### src/rtl/nac_pkg.sv
// Shared types and constants for the NAC byte-stream unpacker.
package nac_pkg;

  localparam int NAC_BYTE_W  = 8;
  localparam int NAC_NBITS_W = 4;

  typedef struct packed {
    logic [NAC_BYTE_W-1:0]  data;
    logic                   last;
    logic [NAC_NBITS_W-1:0] nbits;
  } nac_entry_t;

  typedef enum logic [1:0] {
    ST_IDLE,
    ST_SHIFT,
    ST_DONE
  } nac_state_t;

  // Valid bits carried by a byte: a final byte encodes 8 as 0.
  function automatic logic [NAC_NBITS_W-1:0] nac_nbits(input logic last,
                                                       input logic [2:0] last_bits);
    if (!last || last_bits == 3'd0) return 4'd8;
    return {1'b0, last_bits};
  endfunction

endpackage

### src/rtl/nac_byte_fifo.sv
// Small synchronous FIFO of unpacker entries with registered full/empty/count.
module nac_byte_fifo
  import nac_pkg::*;
#(
  parameter int DEPTH = 2
) (
  input  logic                       clk,
  input  logic                       rst,
  input  logic                       push,
  input  nac_entry_t                 push_data,
  input  logic                       pop,
  output nac_entry_t                 pop_data,
  output logic                       full,
  output logic                       empty,
  output logic [$clog2(DEPTH):0]     count
);

  localparam int AW = $clog2(DEPTH);
  localparam int CW = AW + 1;

  nac_entry_t    mem [DEPTH];
  logic [AW-1:0] wr_ptr;
  logic [AW-1:0] rd_ptr;
  logic [CW-1:0] count_nxt;
  logic          do_push;
  logic          do_pop;

  assign do_push  = push && !full;
  assign do_pop   = pop && !empty;
  assign pop_data = mem[rd_ptr];

  always_comb begin
    count_nxt = count;
    if (do_push && !do_pop)      count_nxt = count + CW'(1);
    else if (!do_push && do_pop) count_nxt = count - CW'(1);
  end

  // Pointers wrap naturally because DEPTH is a power of two.
  always_ff @(posedge clk) begin
    if (rst) begin
      wr_ptr <= '0;
      rd_ptr <= '0;
      count  <= '0;
      full   <= 1'b0;
      empty  <= 1'b1;
    end else begin
      if (do_push) wr_ptr <= wr_ptr + AW'(1);
      if (do_pop)  rd_ptr <= rd_ptr + AW'(1);
      count <= count_nxt;
      full  <= (count_nxt == CW'(DEPTH));
      empty <= (count_nxt == '0);
    end
  end

  always_ff @(posedge clk) begin
    if (do_push) mem[wr_ptr] <= push_data;
  end

endmodule

### src/rtl/nac_unpack.sv
// Re-serialises packed NAC bytes into an MSB-first valid/ready bit stream.
// Optional NAC_UNPACK_BITCNT_EN adds a per-stream transferred-bit counter.
module nac_unpack
  import nac_pkg::*;
#(
  parameter int FIFO_DEPTH = 2,
  parameter int BYTE_W     = 8
) (
  input  logic              clk_i,
  input  logic              reset_i,
  input  logic [BYTE_W-1:0] comp_data_i,
  input  logic              comp_data_vld_i,
  input  logic              comp_data_last_i,
  input  logic [2:0]        comp_last_bits_i,
  output logic              comp_data_rdy_o,
  output logic              bit_out_o,
  output logic              bit_out_vld_o,
  input  logic              bit_out_rdy_i,
  output logic              bit_last_o,
  output logic              stream_done_o,
  output logic              err_overflow_o
`ifdef NAC_UNPACK_BITCNT_EN
  ,
  output logic [15:0]       bit_count_o
`endif
);

  localparam int CNT_W = $clog2(FIFO_DEPTH) + 1;

  nac_entry_t             wr_entry;
  nac_entry_t             head;
  logic                   fifo_full;
  logic                   fifo_empty;
  logic [CNT_W-1:0]       fifo_count;
  logic                   out_en_q;
  logic                   accept;
  logic                   load;
  logic                   xfer;
  logic [NAC_BYTE_W-1:0]  shreg;
  logic [NAC_NBITS_W-1:0] rem;
  logic                   last_q;
  nac_state_t             state_q;
  nac_state_t             state_nxt;

  assign comp_data_rdy_o = out_en_q && (fifo_count < CNT_W'(FIFO_DEPTH));
  assign accept          = comp_data_vld_i && comp_data_rdy_o;

  assign wr_entry.data  = comp_data_i;
  assign wr_entry.last  = comp_data_last_i;
  assign wr_entry.nbits = nac_nbits(comp_data_last_i, comp_last_bits_i);

  nac_byte_fifo #(.DEPTH(FIFO_DEPTH)) u_fifo (
    .clk       (clk_i),
    .rst       (reset_i),
    .push      (accept),
    .push_data (wr_entry),
    .pop       (load),
    .pop_data  (head),
    .full      (fifo_full),
    .empty     (fifo_empty),
    .count     (fifo_count)
  );

  // out_en_q keeps rdy low through reset and releases it one cycle later.
  always_ff @(posedge clk_i) begin
    if (reset_i) begin
      out_en_q       <= 1'b0;
      err_overflow_o <= 1'b0;
    end else begin
      out_en_q <= 1'b1;
      if (comp_data_vld_i && (!out_en_q || fifo_full)) err_overflow_o <= 1'b1;
    end
  end

  assign bit_out_o     = shreg[NAC_BYTE_W-1];
  assign bit_out_vld_o = (rem != '0);
  assign bit_last_o    = bit_out_vld_o && last_q && (rem == 4'd1);
  assign xfer          = bit_out_vld_o && bit_out_rdy_i;

  // Refill on the final bit of a byte avoids a bubble, but never past the stream's last bit.
  assign load = !fifo_empty && (state_q != ST_DONE) &&
                ((rem == '0) || ((rem == 4'd1) && xfer && !last_q));

  always_ff @(posedge clk_i) begin
    if (reset_i) begin
      shreg  <= '0;
      rem    <= '0;
      last_q <= 1'b0;
    end else if (load) begin
      shreg  <= head.data;
      rem    <= head.nbits;
      last_q <= head.last;
    end else if (xfer) begin
      shreg  <= shreg << 1;
      rem    <= rem - 4'd1;
    end
  end

  always_ff @(posedge clk_i) begin
    if (reset_i) state_q <= ST_IDLE;
    else         state_q <= state_nxt;
  end

  always_comb begin
    state_nxt = state_q;
    case (state_q)
      ST_IDLE:  if (load) state_nxt = ST_SHIFT;
      ST_SHIFT: if (xfer && bit_last_o) state_nxt = ST_DONE;
      ST_DONE:  state_nxt = ST_IDLE;
      default:  state_nxt = ST_IDLE;
    endcase
  end

  always_comb begin
    stream_done_o = (state_q == ST_DONE);
  end

`ifdef NAC_UNPACK_BITCNT_EN
  always_ff @(posedge clk_i) begin
    if (reset_i) begin
      bit_count_o <= '0;
    end else if ((state_q == ST_IDLE) && load) begin
      bit_count_o <= '0;
    end else if (xfer && (bit_count_o != 16'hFFFF)) begin
      bit_count_o <= bit_count_o + 16'd1;
    end
  end
`endif

endmodule

### config.mk
export PLATFORM = sky130hd
export DESIGN_NAME = nac_unpack
export DESIGN_NICKNAME = d
export VERILOG_FILES = /design/src/rtl/nac_pkg.sv /design/src/rtl/nac_byte_fifo.sv /design/src/rtl/nac_unpack.sv
export SDC_FILE = /design/constraint.sdc
export NUM_CORES = 1
export LEC_CHECK = 0
export CORE_UTILIZATION = 45
export CTS_CLUSTER_DIAMETER = 60
export CTS_CLUSTER_SIZE = 12
export DETAILED_ROUTE_END_ITERATION = 10
export GPL_TIMING_DRIVEN = 1
export PLACE_DENSITY = 0.71
export RECOVER_POWER = 25
export SLEW_MARGIN = 20
export SYNTH_ARGS = -nofsm -noshare
export SYNTH_HDL_FRONTEND = slang
export SYNTH_SLANG_ARGS = --single-unit
### constraint.sdc
create_clock -name clk_i -period 3.25 [get_ports clk_i]
set_input_delay 0.8125 -clock clk_i [delete_from_list [all_inputs] [get_ports clk_i]]
set_output_delay 0.8125 -clock clk_i [all_outputs]
set_load 0.005 [all_outputs]
==> impl_metrics.toml, run 1 <==
[placed_design]
portBuffers = 21
place_congestion = 0.728
placed_area_sq_um = 2350
dp_hpwl_microns = 2340

[timing]
maxSlewHeadroom_pct = 54.7
hold_viol_final = 0
setup-tns-final_ps = 0
finalCritPeriodShare_pct = 84.3
setup_viol = 0
whs_ps = 434
rsz0062_at_grt = "false"
worst_pin_slew_ps = 679
period_needed_ps = 2740
skew_ps = 7.66
maxSlewViolCount = 0
fmax_mhz = 365

[die]
die_h_microns = 70.3
rows = 24
io-pin-count = 22
fp.dieArea_sq_um = 4950
core_sq_um = 4410
die_w_microns = 70.3
start_util_pct = 47.6

[cts]
cts_root_buf = "clkbuf_8"
clk_path_buf_depth = 2
cts_tree = "yes"
cts_sinks = 50
cts_buffers = 5
cts_resized = 0
clkTransAtPathRegs_ps = 90
ctsHoldBuffers = 0
post_cts_buffers = 0
worstSkewPairLatency_ps = 300
cts_htree_levels = 2

[setup_path]
required_ps = 2440
cp_slowest_cell = "clkdlybuf4s50_1"
crit_chain = "inv_1 -> ha_1 -> or3b_4 -> clkdlybuf4s50_1"
worstSetupPathType = "register to output pin"
critical_path_arrival_ps = 1930
critPathMaxFanout = 7
critPathLaunchType = "register"
end_kind = "output pin"
slowest_delay_ps = 460

[routing]
final_antenna_net_count = 0
routed_via_density = 5.45
routedWlPerCell_microns = 14.2
num_vias = 1324
drc = 0
firstDrtPassIters = 4
routed_wl_microns = 3440
first_iter_violations = 41

[global_route]
grt_max_degree = 19
grt_pass1_vias = 1361
grt_pass1_wl_microns = 5970
grt_overflow = 0
antenna_found_initial = 0
grt_usage_pct = 15.7

[power_and_ir_drop]
power_density_nw_per_um2 = 760
ir_drop_mv = 0.359
p_leak_uw = 0.000878
finalPower_uw = 1850

[synthesis]
synth_top_family_by_area = "simple AND/OR/NAND/NOR gates"
ys_seq_area_share_pct = 60.0
yosysTopAreaCellShare_pct = 37.2
synthFlopType = "edfxtp_1"
synth-edff-count = 26
netlist_area_sq_um = 2100
syn_nets = 184
synth.most_common_cell = "edfxtp_1"
synth-xor-area-share_pct = 2.74
ys_types = 45
synth_simple_gate_area_share_pct = 11.7
synthAdderAreaFrac_pct = 1.19
syn_avg_cell_area_sq_um = 12.7
ys_ff_latch = 50
synthMuxAreaShare_pct = 9.65
synthTopCellsByCount = "edfxtp_1, dfxtp_1, a21oi_1, mux2_2, nor2_1"
syn_inst = 166
synth_warnings = 0
synth_compound_area_share_pct = 10.9
synth_top_cell_by_area = "edfxtp_1"
async_flop_share_pct = 0
synth.area.top_cells = "edfxtp_1, dfxtp_1, mux2_2"

[min_path]
min_path_type = "register to register"

[layout]
num_antenna_cells = 0
multi_input_area_sq_um = 759
fin_nets = 208
ff_latch_area_sq_um = 1260
nFillCells = 367
area_growth_pct = 16.0
final_layout_size_suffix_gt1_share_pct = 15.2
fin_area_sq_um = 2440

[run]
maxCapViolations = 0

[run_status]
status = "finished, final reports clean"
[layout make-up]
type                            instances  area share (%)
Sequential cell                        50            51.8
Multi-Input combinational cell        102            31.2
Timing Repair Buffer                   25            9.71
Clock buffer                            7            3.54
Tap cell                               52            2.67
Inverter                                6           0.924
Clock inverter                          1           0.205
[flip-flops by register name (all words and copies together) (netlist names), 2 cells and up, named ones only]
| signal | cells |
|---|---|
| u_fifo.count | 2 |
| state_q | 2 |
| rem | 4 |
| u_fifo.mem | 26 |
| shreg | 8 |
[through the flow]
stage | utilization [%] | worst slack, ps | cells
6_report | 55.2 | 512 | 243
2_1_floorplan | - | 957 | 166
3_5_place_dp | 53.2 | 539 | 235
3_3_place_gp | 53.2 | 605 | 235
4_1_cts | 55.3 | 503 | 243
5_1_grt | 55.2 | 435 | 243
[logic make-up (layout without fill, tap and decap cells)]
kind of cell | count (synthesis) | count (layout)
adder cells (fa/ha/maj) | 2 | 2
AO/OA/AOI/OAI | 35 | 35
buffers and inverters | 14 | 39
flip-flops | 50 | 50
multiplexers | 19 | 19
XOR/XNOR | 5 | 5
AND/OR/NAND/NOR | 41 | 41
[per-layer routing]
metal | track usage (%) | up-vias | routed length [microns]
li1 | - | 657 | -
met4 | 9.33 | 0 | 83
met2 | 26.3 | 33 | 1720
met5 | 0 | - | 0
met1 | 17.2 | 624 | 1480
met3 | 4.91 | 10 | 157
[where the power goes]
group          internal (uW)  total, uW  switching, uW
Sequential               800        914            114
Combinational            305        579            275
Clock                    172        359            187
[layout by cell type (no fill, tap or decap), drive strengths merged, types with 4 or more instances in the layout]
master          n
a21oi          12
and2            4
clkbuf          8
clkdlybuf4s50  11
dfxtp          24
dlygate4sd3    10
edfxtp         26
inv             6
mux2           10
mux2i           9
nand2           7
nor2           10
o21ai          10
[critical path, delay by kind of cell (launching register included)]
family | cells | cell delay [ps]
flops | 1 | 360
fa+ha+maj | 1 | 280
buf+inv | 2 | 550
simple gates | 1 | 440
[final timing paths]
check,cells past startpoint,to,from,slack (ps)
max reg2reg,6,rem[1]$_SDFFE_PP0P_,rem[1]$_SDFFE_PP0P_,1290
min reg2reg,1,state_q[1]$_SDFFE_PP0P_,state_q[1]$_SDFFE_PP0P_,430
min,1,state_q[1]$_SDFFE_PP0P_,state_q[1]$_SDFFE_PP0P_,430
max,4,bit_out_vld_o,rem[1]$_SDFFE_PP0P_,510
Note: power is estimated with default switching activity, not from simulation.
==> run 2, diff against run 1 <==
--- a/config.mk
+++ b/config.mk
@@ -10,7 +10,7 @@
 export CTS_CLUSTER_SIZE = 12
 export DETAILED_ROUTE_END_ITERATION = 10
 export GPL_TIMING_DRIVEN = 1
-export PLACE_DENSITY = 0.71
+export PLACE_DENSITY = 0.73
 export RECOVER_POWER = 25
 export SLEW_MARGIN = 20
 export SYNTH_ARGS = -nofsm -noshare
==> constraint.sdc (replaced) <==
create_clock -name clk_i -period 2.5 [get_ports clk_i]
set_input_delay 0.625 -clock clk_i [delete_from_list [all_inputs] [get_ports clk_i]]
set_output_delay 0.625 -clock clk_i [all_outputs]
set_load 0.005 [all_outputs]
==> run 2 against run 1 <==
Clock skew shrank 2.2 ps. Design area grew 3.5%. Cell count grew 1.6%. Critical endpoint unchanged. Total power grew 39%. Critical path type unchanged. Sequential power grew 30%. Count of clock-buffer cells in the layout shrank 1. Clock power grew 66%. Sequential cell count is the same.
==> impl_metrics.toml, run 2 (synthesis gave the netlist of run 1 again) <==
[run_status]
status = "finished, final reports clean"

[power_and_ir_drop]
pwr-share-seq_pct = 46.1
p_clk_share_pct = 23.1
combPwrFrac_pct = 30.8
p_leak_uw = 0.000913
internal-power_uw = 1800
ir_drop_mv = 0.416
power_density_nw_per_um2 = 1020
switching_share_pct = 30.3
power.switching_uw = 782

[die]
core_sq_um = 4410
fp.dieArea_sq_um = 4950
rows = 24
die_w_microns = 70.3
die_h_microns = 70.3
io-pin-count = 22
start_util_pct = 47.6

[cts]
cts_sinks = 50
clkTransAtPathRegs_ps = 90
cts_buffers = 5
cts_tree = "yes"
ctsHoldBuffers = 0
cts_htree_levels = 2
clk_path_buf_depth = 2
cts_root_buf = "clkbuf_8"
worstSkewPairLatency_ps = 300

[timing]
setup_viol = 0
maxSlewViolCount = 0
whs_ps = 421
hold_viol_final = 0
maxSlewHeadroom_pct = 56.9
fmax_mhz = 412
rsz0062_at_grt = "false"
period_needed_ps = 2430
setup-tns-final_ps = 0
worst_pin_slew_ps = 646
skew_ps = 5.49
finalCritPeriodShare_pct = 97.0

[setup_path]
required_ps = 1880
end_kind = "output pin"
crit_chain = "inv_1 -> ha_4 -> or3b_4 -> clkdlybuf4s50_1"
critPathMaxFanout = 7
critical_path_arrival_ps = 1800
cp_slowest_cell = "clkdlybuf4s50_1"
critPathLaunchType = "register"
worstSetupPathType = "register to output pin"
slowest_delay_ps = 460

[layout]
fin_area_sq_um = 2520
fin_nets = 212
final_layout_size_suffix_gt1_share_pct = 17.9
final_util_pct = 57.1
top_regs = "u_fifo.mem x26, shreg x8, rem x4"
area_growth_pct = 20.0
layout_common_cells = "edfxtp_1, dfxtp_1, a21oi_1, clkdlybuf4s50_1"
mostFrequentLayoutCell = "edfxtp_1"
num_antenna_cells = 0
largest_reg_flops = 26
largest_register = "u_fifo.mem"

[placed_design]
dp_hpwl_microns = 2400
place_congestion = 0.737
placed_area_sq_um = 2390
portBuffers = 21

[routing]
drc = 0
num_vias = 1350
first_iter_violations = 84
routedWlPerCell_microns = 14.3
routed_via_density = 5.47
firstDrtPassIters = 4
final_antenna_net_count = 0
routed_wl_microns = 3540

[global_route]
grt_overflow = 0
grt_pass1_wl_microns = 6220
grt_pass1_vias = 1393
grt_usage_pct = 16.0
antenna_found_initial = 0
grt_max_degree = 19

[min_path]
min_path_type = "register to register"

[run]
maxCapViolations = 0
-- run 2: critical path: cells and delay by family, from the launching register on --
family | cells | cell delay, ps
and+or+nand+nor | 1 | 400
DFF | 1 | 350
adders and majority gates | 1 | 180
buffers and inverters | 2 | 580
-- run 2: timing repair --
action	CTS	global route
gates resized for setup	1	1
endpoints found under the setup margin	1	1
buffers inserted	0	0
pin swaps	0	0
-- run 2: power groups by stage --
| stage | Sequential [uW] | Clock, uW | Combinational [uW] |
|---|---|---|---|
| after floorplan | 1150 | 0 | 637 |
| after global placement | 1200 | 0 | 758 |
| after detailed placement | 1210 | 0 | 786 |
| after CTS | 1190 | 607 | 792 |
| after global routing | 1210 | 645 | 884 |
| final | 1190 | 596 | 795 |
-- run 2: final timing paths --
| check | slack (ps) | endpoint | depth (start not counted) | from |
|---|---|---|---|---|
| setup reg to reg | 630 | u_fifo.full$_SDFF_PP0_ | 6 | rem[1]$_SDFFE_PP0P_ |
| setup / recovery | 70 | bit_out_vld_o | 4 | rem[1]$_SDFFE_PP0P_ |
| hold reg to reg | 420 | state_q[1]$_SDFFE_PP0P_ | 1 | state_q[1]$_SDFFE_PP0P_ |
| hold / removal | 420 | state_q[1]$_SDFFE_PP0P_ | 1 | state_q[1]$_SDFFE_PP0P_ |
-- run 2: metal layers --
layer	routed length [microns]	global-route usage, %
met5	0	0
met4	34	4.67
met3	148	3.75
met2	1780	29.2
met1	1580	18.4
-- run 2: final cells by class --
| cell class | instances | area, sq um |
|---|---|---|
| Tap cell | 52 | 65.1 |
| Inverter | 6 | 22.5 |
| Clock buffer | 6 | 82.6 |
| Fill cell | 376 | 1890 |
| Sequential cell | 50 | 1260 |
| Clock inverter | 2 | 38.8 |
| Timing Repair Buffer | 29 | 279 |
| Multi-Input combinational cell | 102 | 772 |
-- run 2: metrics by stage --
| step | std cells | worst slack, ps | power (uW) |
|---|---|---|---|
| after floorplan | 166 | 395 | 1780 |
| after global placement | 239 | 237 | 1960 |
| after detailed placement | 239 | 183 | 1990 |
| after CTS | 247 | 17.9 | 2590 |
| after global routing | 247 | 6.08 | 2740 |
| final | 247 | 74.0 | 2580 |
